[src/rtl/vram_console.sv]
// vram_console: turns a stream of character bytes into writes to a
// text-mode video RAM. It keeps a cursor and an attribute byte and
// handles CR, LF, BS and FF. A new line is cleared on entry, and after
// every reset the whole screen is cleared.
//
// Ports:
//   clk        - single clock, also the video RAM write clock
//   reset      - asynchronous active-high reset
//   in_data    - character byte
//   in_valid   - in_data holds a byte
//   in_ready   - block can accept a byte (high only when idle)
//   in_attr    - attribute byte, sampled with each accepted byte
//   vram_waddr - cell address, row*COLS+col
//   vram_wdata - {attr, char}
//   vram_we    - write strobe
//   busy       - inverse of in_ready
module vram_console #(
  parameter int COLS = 40,
  parameter int ROWS = 30
) (
  input  logic        clk,
  input  logic        reset,
  input  logic [7:0]  in_data,
  input  logic        in_valid,
  output logic        in_ready,
  input  logic [7:0]  in_attr,
  output logic [10:0] vram_waddr,
  output logic [15:0] vram_wdata,
  output logic        vram_we,
  output logic        busy
);

  localparam int CW = (COLS > 1) ? $clog2(COLS) : 1;
  localparam int RW = (ROWS > 1) ? $clog2(ROWS) : 1;
  localparam logic [CW-1:0] COL_LAST  = CW'(COLS - 1);
  localparam logic [RW-1:0] ROW_LAST  = RW'(ROWS - 1);
  localparam logic [10:0]   COLS_A    = 11'(COLS);
  localparam logic [10:0]   LINE_LAST = 11'(COLS - 1);
  localparam logic [10:0]   CELL_LAST = 11'(COLS * ROWS - 1);

  typedef enum logic [1:0] {
    IDLE    = 2'd0,
    PUT     = 2'd1,
    LINECLR = 2'd2,
    CLRALL  = 2'd3
  } state_t;

  state_t        state_q, state_d;
  logic [CW-1:0] col_q, col_d;
  logic [RW-1:0] row_q, row_d;
  logic [7:0]    attr_q, attr_d;
  logic [10:0]   cnt_q, cnt_d;
  logic          in_ready_q, in_ready_d;
  logic          busy_q, busy_d;
  logic          vram_we_q, vram_we_d;
  logic [10:0]   vram_waddr_q, vram_waddr_d;
  logic [15:0]   vram_wdata_q, vram_wdata_d;

  logic          accept_s;
  logic          printable_s;
  logic [RW-1:0] row_inc_s;
  logic [10:0]   base_cur_s;
  logic [10:0]   base_inc_s;

  // Accept decode, wrapped row increment and line base addresses.
  always_comb begin
    accept_s    = in_valid & in_ready_q;
    printable_s = (in_data >= 8'h20) && (in_data <= 8'h7E);
    if (row_q == ROW_LAST) begin
      row_inc_s = '0;
    end else begin
      row_inc_s = row_q + RW'(1);
    end
    base_cur_s = 11'(row_q) * COLS_A;
    base_inc_s = 11'(row_inc_s) * COLS_A;
  end

  // Next-state logic. Write outputs are computed for the state being
  // entered, so the strobe is visible during PUT/LINECLR/CLRALL and never
  // during IDLE.
  always_comb begin
    state_d      = state_q;
    col_d        = col_q;
    row_d        = row_q;
    attr_d       = attr_q;
    cnt_d        = cnt_q;
    vram_we_d    = 1'b0;
    vram_waddr_d = vram_waddr_q;
    vram_wdata_d = vram_wdata_q;
    case (state_q)
      IDLE: begin
        if (accept_s) begin
          attr_d = in_attr;
          if (printable_s) begin
            state_d      = PUT;
            vram_we_d    = 1'b1;
            vram_waddr_d = base_cur_s + 11'(col_q);
            vram_wdata_d = {in_attr, in_data};
          end else begin
            case (in_data)
              8'h0A: begin
                col_d        = '0;
                row_d        = row_inc_s;
                cnt_d        = 11'd0;
                state_d      = LINECLR;
                vram_we_d    = 1'b1;
                vram_waddr_d = base_inc_s;
                vram_wdata_d = {in_attr, 8'h20};
              end
              8'h0D: col_d = '0;
              8'h08: begin
                if (col_q != '0) begin
                  col_d = col_q - CW'(1);
                end else begin
                  col_d = col_q;
                end
              end
              8'h0C: begin
                col_d        = '0;
                row_d        = '0;
                cnt_d        = 11'd0;
                state_d      = CLRALL;
                vram_we_d    = 1'b1;
                vram_waddr_d = 11'd0;
                vram_wdata_d = {in_attr, 8'h20};
              end
              default: state_d = IDLE;
            endcase
          end
        end else begin
          state_d = IDLE;
        end
      end
      PUT: begin
        if (col_q == COL_LAST) begin
          col_d        = '0;
          row_d        = row_inc_s;
          cnt_d        = 11'd0;
          state_d      = LINECLR;
          vram_we_d    = 1'b1;
          vram_waddr_d = base_inc_s;
          vram_wdata_d = {attr_q, 8'h20};
        end else begin
          col_d   = col_q + CW'(1);
          state_d = IDLE;
        end
      end
      LINECLR: begin
        if (cnt_q == LINE_LAST) begin
          state_d = IDLE;
        end else begin
          cnt_d        = cnt_q + 11'd1;
          vram_we_d    = 1'b1;
          vram_waddr_d = base_cur_s + cnt_q + 11'd1;
          vram_wdata_d = {attr_q, 8'h20};
        end
      end
      CLRALL: begin
        // Straight out of reset no write is in flight yet, so cell 0 is
        // issued first; otherwise the clear is already running.
        if (!vram_we_q) begin
          cnt_d        = 11'd0;
          vram_we_d    = 1'b1;
          vram_waddr_d = 11'd0;
          vram_wdata_d = {attr_q, 8'h20};
        end else if (cnt_q == CELL_LAST) begin
          state_d = IDLE;
        end else begin
          cnt_d        = cnt_q + 11'd1;
          vram_we_d    = 1'b1;
          vram_waddr_d = cnt_q + 11'd1;
          vram_wdata_d = {attr_q, 8'h20};
        end
      end
      default: state_d = IDLE;
    endcase
    in_ready_d = (state_d == IDLE);
    busy_d     = (state_d != IDLE);
  end

  // State and output registers; reset lands in CLRALL to force a full clear.
  always_ff @(posedge clk or posedge reset) begin
    if (reset) begin
      state_q      <= CLRALL;
      col_q        <= '0;
      row_q        <= '0;
      attr_q       <= 8'h00;
      cnt_q        <= 11'd0;
      in_ready_q   <= 1'b0;
      busy_q       <= 1'b1;
      vram_we_q    <= 1'b0;
      vram_waddr_q <= 11'd0;
      vram_wdata_q <= 16'h0000;
    end else begin
      state_q      <= state_d;
      col_q        <= col_d;
      row_q        <= row_d;
      attr_q       <= attr_d;
      cnt_q        <= cnt_d;
      in_ready_q   <= in_ready_d;
      busy_q       <= busy_d;
      vram_we_q    <= vram_we_d;
      vram_waddr_q <= vram_waddr_d;
      vram_wdata_q <= vram_wdata_d;
    end
  end

  assign in_ready   = in_ready_q;
  assign busy       = busy_q;
  assign vram_we    = vram_we_q;
  assign vram_waddr = vram_waddr_q;
  assign vram_wdata = vram_wdata_q;

endmodule

[config.mk]
export PLATFORM = sky130hd
export DESIGN_NAME = vram_console
export DESIGN_NICKNAME = d
export VERILOG_FILES = /design/src/rtl/vram_console.sv
export SDC_FILE = /design/constraint.sdc
export NUM_CORES = 1
export LEC_CHECK = 0
export BUFFER_PORTS_ARGS = -buffer_cell sky130_fd_sc_hd__buf_4
export CORE_ASPECT_RATIO = 0.5
export CORE_MARGIN = 2
export CORE_UTILIZATION = 40
export CTS_BUF_LIST = sky130_fd_sc_hd__clkbuf_2 sky130_fd_sc_hd__clkbuf_4 sky130_fd_sc_hd__clkbuf_8
export DETAILED_ROUTE_END_ITERATION = 12
export HOLD_SLACK_MARGIN = 0.12
export SYNTH_ARGS = -nofsm -noshare
export SYNTH_HDL_FRONTEND = slang
export SYNTH_SLANG_ARGS = --single-unit
[constraint.sdc]
create_clock -name clk -period 5.3 [get_ports clk]
set_clock_uncertainty 0.2 [all_clocks]
set_input_delay 0.795 -clock clk [delete_from_list [all_inputs] [get_ports clk]]
set_output_delay 0.795 -clock clk [all_outputs]
set_load 0.01 [all_outputs]
==> flow_metrics.py, run 1 <==
metrics = {
    "sta": {
        "fin_ws_ns": 1.79,
        "min_period_ns": 3.51,
        "fin_tns_setup_ns": 0,
        "tightest_slew_ns": 1.10,
        "max_clock_freq_mhz": 285,
        "rsz0062_at_grt": "false",
        "slew_violations": 0,
        "maxSlewHeadroom_pct": 26.5,
        "fin_crit_sh_pct": 66.3,
        "setup_viol": 0,
        "hold_viol": 0,
    },
    "cells_and_area": {
        "nNetsFinal": 573,
        "drive_gt1_share_pct": 18.4,
        "final_common_cell": "dfrtp_1",
        "antenna_cells": 0,
        "layout-area-overhead-vs-synth_pct": 14.2,
        "layout_common_cells": "59 x dfrtp_1, 56 x nand2_1, 52 x buf_4",
    },
    "placement": {
        "gp_congestion": 0.876,
        "portBuffers": 48,
        "dp_slack_ns": 1.82,
        "place_hpwl_um": 8360,
    },
    "worst_setup_path": {
        "crit_path_max_incr_delay_ns": 0.48,
        "path_common_cell": "ha_1",
        "ff2ff_path_depth": 11,
        "cp.depth": 11,
        "end_kind": "flop",
        "path_class": "flop to flop",
        "critPathArrivalTime_ns": 3.57,
        "cp-start-kind": "flop",
        "crit_path_top_delay_cell": "dfrtp_1",
        "path_max_fanout": 10,
        "reg2reg_from": "row_q[3]",
        "crit_start": "row_q[3]",
        "required_ns": 5.35,
        "worst-path-buf-inv": 0,
        "path_cells": "ha_1 -> ha_1 -> fa_1 -> xor2_1 -> ha_1 -> a21o_1 -> a221oi_1 -> o21ai_0 -> xnor2_1 -> nand2_1 -> a32o_1",
        "crit_family": "adder cells",
    },
    "drt": {
        "wirelength_um": 11500,
        "vias": 3789,
        "dr.pass1.iters": 5,
        "drc": 0,
        "drt_iter0_markers": 321,
        "antenna_left": 0,
        "wire_per_inst_um": 17.3,
        "routed_via_density": 5.67,
    },
    "clock_tree": {
        "cts_tree": "built",
        "ctsResizeCount": 0,
        "clkLatencyLatePin_ns": 0.36,
        "root_buffer": "clkbuf_8",
        "htree_levels": 3,
        "cts_buffers": 9,
        "cts.sinks": 62,
        "cts_buffer_depth": 2,
        "clk_pin_slew_ns": 0.08,
        "post_cts_buffers": 0,
        "hold_buffers": 0,
    },
    "logic_synthesis": {
        "synth-warning-count": 0,
        "synth-seq-area-share_pct": 35.8,
        "avgSynthCellArea_um2": 8.93,
        "ys.flop_type": "dfrtp_1",
        "syn_inst": 486,
        "synth_nets": 536,
        "synth.distinct_cells": 67,
        "async_flop_share_pct": 100,
        "netlist_area_um2": 4340,
        "synth-seq-cells": 62,
        "synth_edf_count": 0,
    },
    "floorplan": {
        "core_area_um2": 10400,
        "io_pins": 49,
        "start_util_pct": 41.8,
        "die_w_um": 151,
        "rows": 26,
        "die_area_um2": 11700,
        "fp.dieH_um": 77.6,
    },
    "power": {
        "power.switching_mw": 0.233,
        "comb_power_share_pct": 3.7,
        "ir_worst_vdd_uv": 96.2,
        "clkPwrFrac_pct": 45.9,
        "switching_share_pct": 24.9,
        "power_mw": 0.937,
        "power_density_nw_per_um2": 189,
        "leakagePower_nw": 2.27,
        "seqPwrFrac_pct": 50.5,
        "p_int_mw": 0.704,
    },
    "outcome": {
        "status": "complete, no violations",
    },
    "min_path": {
        "hold_path.class": "flop to flop",
        "holdPathStages": 2,
        "worstHoldStart": "vram_wdata[2]",
    },
    "run": {
        "cap_viol_max_count": 0,
    },
    "global_routing": {
        "grt_start_max_net_pins": 63,
        "grt_util_all_layers_pct": 20.9,
        "grt-ovfl-total": 0,
        "grt_pass1_vias": 3588,
        "grt_pass1_wl_um": 19000,
        "antenna_found_initial": 0,
    },
}
[synthesized netlist by cell type, types with 3 or more instances]
library cell / number / share of area (%)
dfrtp_1: 59 / 34
nand2_1: 56 / 4.8
nor2_1: 45 / 3.9
a21oi_1: 29 / 3.3
ha_1: 28 / 8.1
o21ai_0: 25 / 2.9
nand3_1: 20 / 2.3
inv_1: 18 / 1.6
a31oi_1: 16 / 2.3
xnor2_1: 14 / 2.8
mux2_2: 12 / 3.1
xor2_1: 12 / 2.4
buf_2: 10 / 1.2
clkbuf_1: 10 / 0.87
a21o_1: 8 / 1.4
nor2b_1: 7 / 1.0
o21ai_1: 7 / 0.81
a221oi_1: 5 / 1.0
o22ai_1: 5 / 0.72
o31ai_1: 5 / 0.87
a41oi_1: 4 / 0.81
nand2b_1: 4 / 0.58
nand4_1: 4 / 0.58
nor3_1: 4 / 0.46
o211ai_1: 4 / 0.69
a32o_1: 3 / 0.69
and2_1: 3 / 0.43
and3_1: 3 / 0.43
buf_4: 3 / 0.52
buf_6: 3 / 0.78
dfstp_2: 3 / 1.8
fa_1: 3 / 1.4
mux2i_1: 3 / 0.69
nor4_1: 3 / 0.43
o2111ai_1: 3 / 0.61
o41ai_2: 3 / 1.1
[cell families (layout without fill, tap and decap cells)]
logic type               after synthesis  in the layout  synth area share [%]
multiplexers                          15             15                  3.81
XOR/XNOR                              26             26                  5.25
AND/OR/NAND/NOR                      168            168                  19.0
buffers and inverters                 45             87                  4.96
AO/OA/AOI/OAI                        139            139                  21.7
adder cells (fa/ha/maj)               31             31                  9.46
flip-flops                            62             62                  35.8
[registers in the layout, indices dropped and copies added, names as in the netlist]
name	cells
busy	1
vram_wdata	16
state_q	2
attr_q	8
col_q	6
vram_we	1
in_ready	1
cnt_q	11
vram_waddr	11
row_q	5
[worst reg2reg max path: stages, from the launching register on]
cell and delay, ns:
dfrtp_1 0.48, ha_1 0.33, ha_1 0.23, fa_1 0.40, xor2_1 0.32, ha_1 0.35
a21o_1 0.21, a221oi_1 0.27, o21ai_0 0.15, xnor2_1 0.18, nand2_1 0.07, a32o_1 0.22
[power by group through the flow]
stage | Sequential (mW) | Combinational [mW] | Clock (mW)
final | 0.473 | 0.0344 | 0.430
after global routing | 0.473 | 0.0388 | 0.465
after CTS | 0.473 | 0.0355 | 0.442
after detailed placement | 0.482 | 0.0352 | 0
after global placement | 0.482 | 0.0350 | 0
after floorplan | 0.482 | 0.0147 | 0
[final timing paths]
kind | endpoint | slack (ns)
worst max-delay path | vram_waddr[10] | 1.79
worst min-delay path | vram_wdata[2] | 0.27
worst max register to register | vram_waddr[10] | 1.79
worst min register to register | vram_wdata[2] | 0.27
max in group asynchronous | col_q[1] | 3.89
min in group asynchronous | in_ready | 0.47
[routing by layer]
metal | vias to the layer above | share of wire, % | wire, um | track usage (%)
li1 | 1848 | - | - | -
met1 | 1796 | 53 | 6110 | 32.2
met2 | 128 | 39 | 4450 | 28.2
met3 | 17 | 7.2 | 826 | 5.71
met4 | 0 | 1.4 | 159 | 5.61
met5 | - | 0 | 0 | 0
[per-stage QoR]
stage	hold slack, ns	cells	cell area, um^2	util (%)
after detailed placement	0.259	652	4760	45.9
final	0.271	668	4960	47.8
after CTS	0.276	668	4960	47.8
after floorplan	0.281	486	4340	-
after global routing	0.307	668	4960	47.8
after global placement	0.254	652	4760	45.9
[layout make-up]
cell class / instances / area, um^2
clock buffer: 9 / 124
clock inverter: 7 / 72.6
tap: 140 / 175
sequential: 62 / 1560
inverter: 19 / 71.3
multi-input combinational: 379 / 2570
timing repair buffer: 52 / 390
fill: 1022 / 5420
(Power assumes the default switching activity.)
==> run 2: changes to the inputs <==
Settings changed: ABC_AREA set to 1.
Clock period 5.3 ns to 3.2 ns, I/O delays scaled along.
==> run 2 against run 1 <==
Compared with the run above:
- core utilization rose by 0.73 points
- final area rose by 8.1%
- largest cell class unchanged
- die area rose by 4.9%
- wire length rose by 12%
- largest power group unchanged
- critical path type unchanged
- critical path depth rose by 7
- sequential power rose by 66%
- critical endpoint is now vram_waddr[9]
- clock power rose by 72%
- sequential share of layout area fell by 2.3 points
- hold slack got worse by 0.11 ns
- total power rose by 70%
- cell count rose by 33%
==> flow_metrics.py, run 2 <==
metrics = {
    "worst_setup_path": {
        "end_kind": "flop",
        "path_common_cell": "nand2_1",
        "path_class": "flop to flop",
        "crit_start": "row_q[3]",
        "crit_path_max_incr_delay_ns": 0.45,
        "crit_path_top_delay_cell": "dfrtp_2",
        "path_max_fanout": 6,
        "worst-path-buf-inv": 2,
        "reg2reg_from": "row_q[3]",
        "cp-start-kind": "flop",
        "required_ns": 3.31,
        "crit_family": "adder cells",
        "critPathArrivalTime_ns": 3.09,
        "path_cells": "ha_1 -> ha_1 -> fa_1 -> nand2_1 -> inv_1 -> nor2_2 -> ha_1 -> nand2_1 -> inv_1 -> nand2_1 -> nand2_1 -> nor2_1 -> nand2_1 -> nand2_1 -> nand3_1 -> nand2_1 -> nand3_1 -> nand2_1",
    },
    "cells_and_area": {
        "layout-area-overhead-vs-synth_pct": 17.5,
        "fin_area_um2": 5360,
        "final_common_cell": "nand2_1",
        "nNetsFinal": 790,
        "drive_gt1_share_pct": 13.0,
        "largest_reg_flops": 16,
        "fin_util_pct": 48.5,
        "antenna_cells": 0,
        "layout_common_cells": "252 x nand2_1, 72 x inv_1, 71 x nand3_1",
    },
    "power": {
        "leakagePower_nw": 2.92,
        "power_density_nw_per_um2": 297,
        "ir_worst_vdd_uv": 234,
    },
    "floorplan": {
        "die_area_um2": 12300,
        "start_util_pct": 41.3,
        "io_pins": 49,
        "fp.dieH_um": 79.5,
        "die_w_um": 155,
        "rows": 27,
        "core_area_um2": 11000,
    },
    "sta": {
        "max_clock_freq_mhz": 336,
        "setup_viol": 0,
        "min_period_ns": 2.98,
        "fin_crit_sh_pct": 93.1,
        "slew_violations": 0,
        "fin_tns_setup_ns": 0,
        "hold_viol": 0,
        "tightest_slew_ns": 0.611,
        "rsz0062_at_grt": "false",
        "fin_ws_ns": 0.220,
        "maxSlewHeadroom_pct": 59.2,
    },
    "global_routing": {
        "grt_pass1_wl_um": 21600,
        "grt_start_max_net_pins": 38,
        "grt-busiest-layer": "met2",
        "grt_util_met1_pct": 32.6,
        "grt-ovfl-total": 0,
        "grt_pass1_vias": 4268,
        "grt_use_met2_pct": 34.4,
        "grt_util_all_layers_pct": 22.6,
        "antenna_found_initial": 0,
        "use_met3_pct": 4.45,
    },
    "logic_synthesis": {
        "ys.flop_type": "dfrtp_1",
        "synthTopCellsByArea": "dfrtp_1 32%, nand2_1 21%, nand3_1 7.8%",
        "synth-warning-count": 0,
        "async_flop_share_pct": 100,
        "synth-seq-cells": 62,
        "synth_top_area_cell": "dfrtp_1",
        "synth_top_area_share_pct": 32.4,
        "synth_edf_count": 0,
        "syn_inst": 681,
        "synth-seq-area-share_pct": 34.1,
        "avgSynthCellArea_um2": 6.70,
        "synth_common_cells": "252 x nand2_1, 73 x inv_1, 71 x nand3_1",
        "netlist_area_um2": 4560,
        "yosysMostFrequentCell": "nand2_1",
        "synth.distinct_cells": 32,
        "synth_nets": 731,
    },
    "min_path": {
        "worstHoldStart": "in_data[0]",
        "hold_path.class": "input port to flop",
    },
    "clock_tree": {
        "clk_pin_slew_ns": 0.08,
        "cts.sinks": 62,
        "htree_levels": 3,
        "cts_buffer_depth": 2,
        "post_cts_buffers": 0,
        "cts_buffers": 9,
        "clkLatencyLatePin_ns": 0.37,
        "root_buffer": "clkbuf_8",
        "cts_tree": "built",
    },
    "outcome": {
        "status": "complete, no violations",
    },
    "placement": {
        "dp_slack_ns": 0.147,
        "post_dp_cell_area_um2": 5070,
        "portBuffers": 48,
        "place_hpwl_um": 9950,
        "gp_congestion": 0.889,
    },
    "drt": {
        "wirelength_um": 13000,
        "antenna_left": 0,
        "drt_iter0_markers": 330,
        "drc": 0,
        "wire_per_inst_um": 14.6,
        "dr.pass1.iters": 5,
        "vias": 4532,
        "routed_via_density": 5.09,
    },
    "run": {
        "cap_viol_max_count": 0,
    },
}
## run 2: cell types whose count changed in the layout (fill, tap and decap cells not counted), moves of 8 or more
| cell | delta |
|---|---|
| nand2_1 | +196 |
| inv_1 | +55 |
| nand3_1 | +51 |
| o21ai_0 | +28 |
| a31oi_1 | -14 |
| mux2_2 | -12 |
| xnor2_1 | -12 |
| a21oi_1 | -9 |
| nor2_1 | +8 |
## run 2: tightest hold or removal path: cells and delay by family
kind,cells,cell delay [ns]
simple gates,2,0.11
buf+inv,1,0.09
## run 2: per-stage QoR
stage               total power, mW  instances  hold WS [ns]
finish                         1.59        890         0.159
global route                   1.65        890         0.154
floorplan                     0.824        681         0.253
global placement              0.859        867         0.257
detailed placement            0.858        867         0.262
CTS                            1.61        890         0.146
## run 2: where the power goes
part / total, mW / internal (mW) / switching [mW] / leakage, nW
clock network: 0.740 / 0.367 / 0.373 / 0.0964
registers: 0.783 / 0.783 / 0 / 0.730
logic: 0.0652 / 0.0269 / 0.0383 / 2.10
## run 2: layout make-up
cell class	instances	area, um^2
fill	1112	5690
multi-input combinational	528	2640
sequential	62	1560
timing repair buffer	60	480
inverter	79	298
tap	145	181
clock buffer	9	124
clock inverter	7	80.1
## run 2: final timing paths
path	cells past startpoint	endpoint	slack [ns]
worst max-delay path	18	vram_waddr[9]	0.22
worst min-delay path	3	vram_wdata[0]	0.16
worst max register to register	18	vram_waddr[9]	0.22
worst min register to register	2	vram_wdata[11]	0.28
max in group asynchronous	4	state_q[0]	1.57
min in group asynchronous	3	vram_wdata[11]	0.54
## run 2: timing repair
action,4_1_cts,5_1_grt
hold endpoints to repair,30,0
setup endpoints to repair,0,3
hold buffers,7,0
gates resized for setup,0,4
## run 2: layer usage
metal  share of wire [%]  routed length [um]  vias to the layer above
met2                  43                5550                      129
met4                 1.2                 157                        0
met3                 5.5                 708                       13
li1                    -                   -                     2301
met1                  50                6540                     2089
met5                   0                   0                        -
## run 2: cells by family (layout without fill, tap and decap cells)
logic type / Yosys count / after routing / share of synthesized area (%)
AO/OA/AOI/OAI: 87 / 87 / 10.0
XOR/XNOR: 10 / 10 / 1.92
adder cells (fa/ha/maj): 31 / 31 / 9.00
buffers and inverters: 91 / 155 / 8.23
flip-flops: 62 / 62 / 34.1
AND/OR/NAND/NOR: 400 / 400 / 36.7
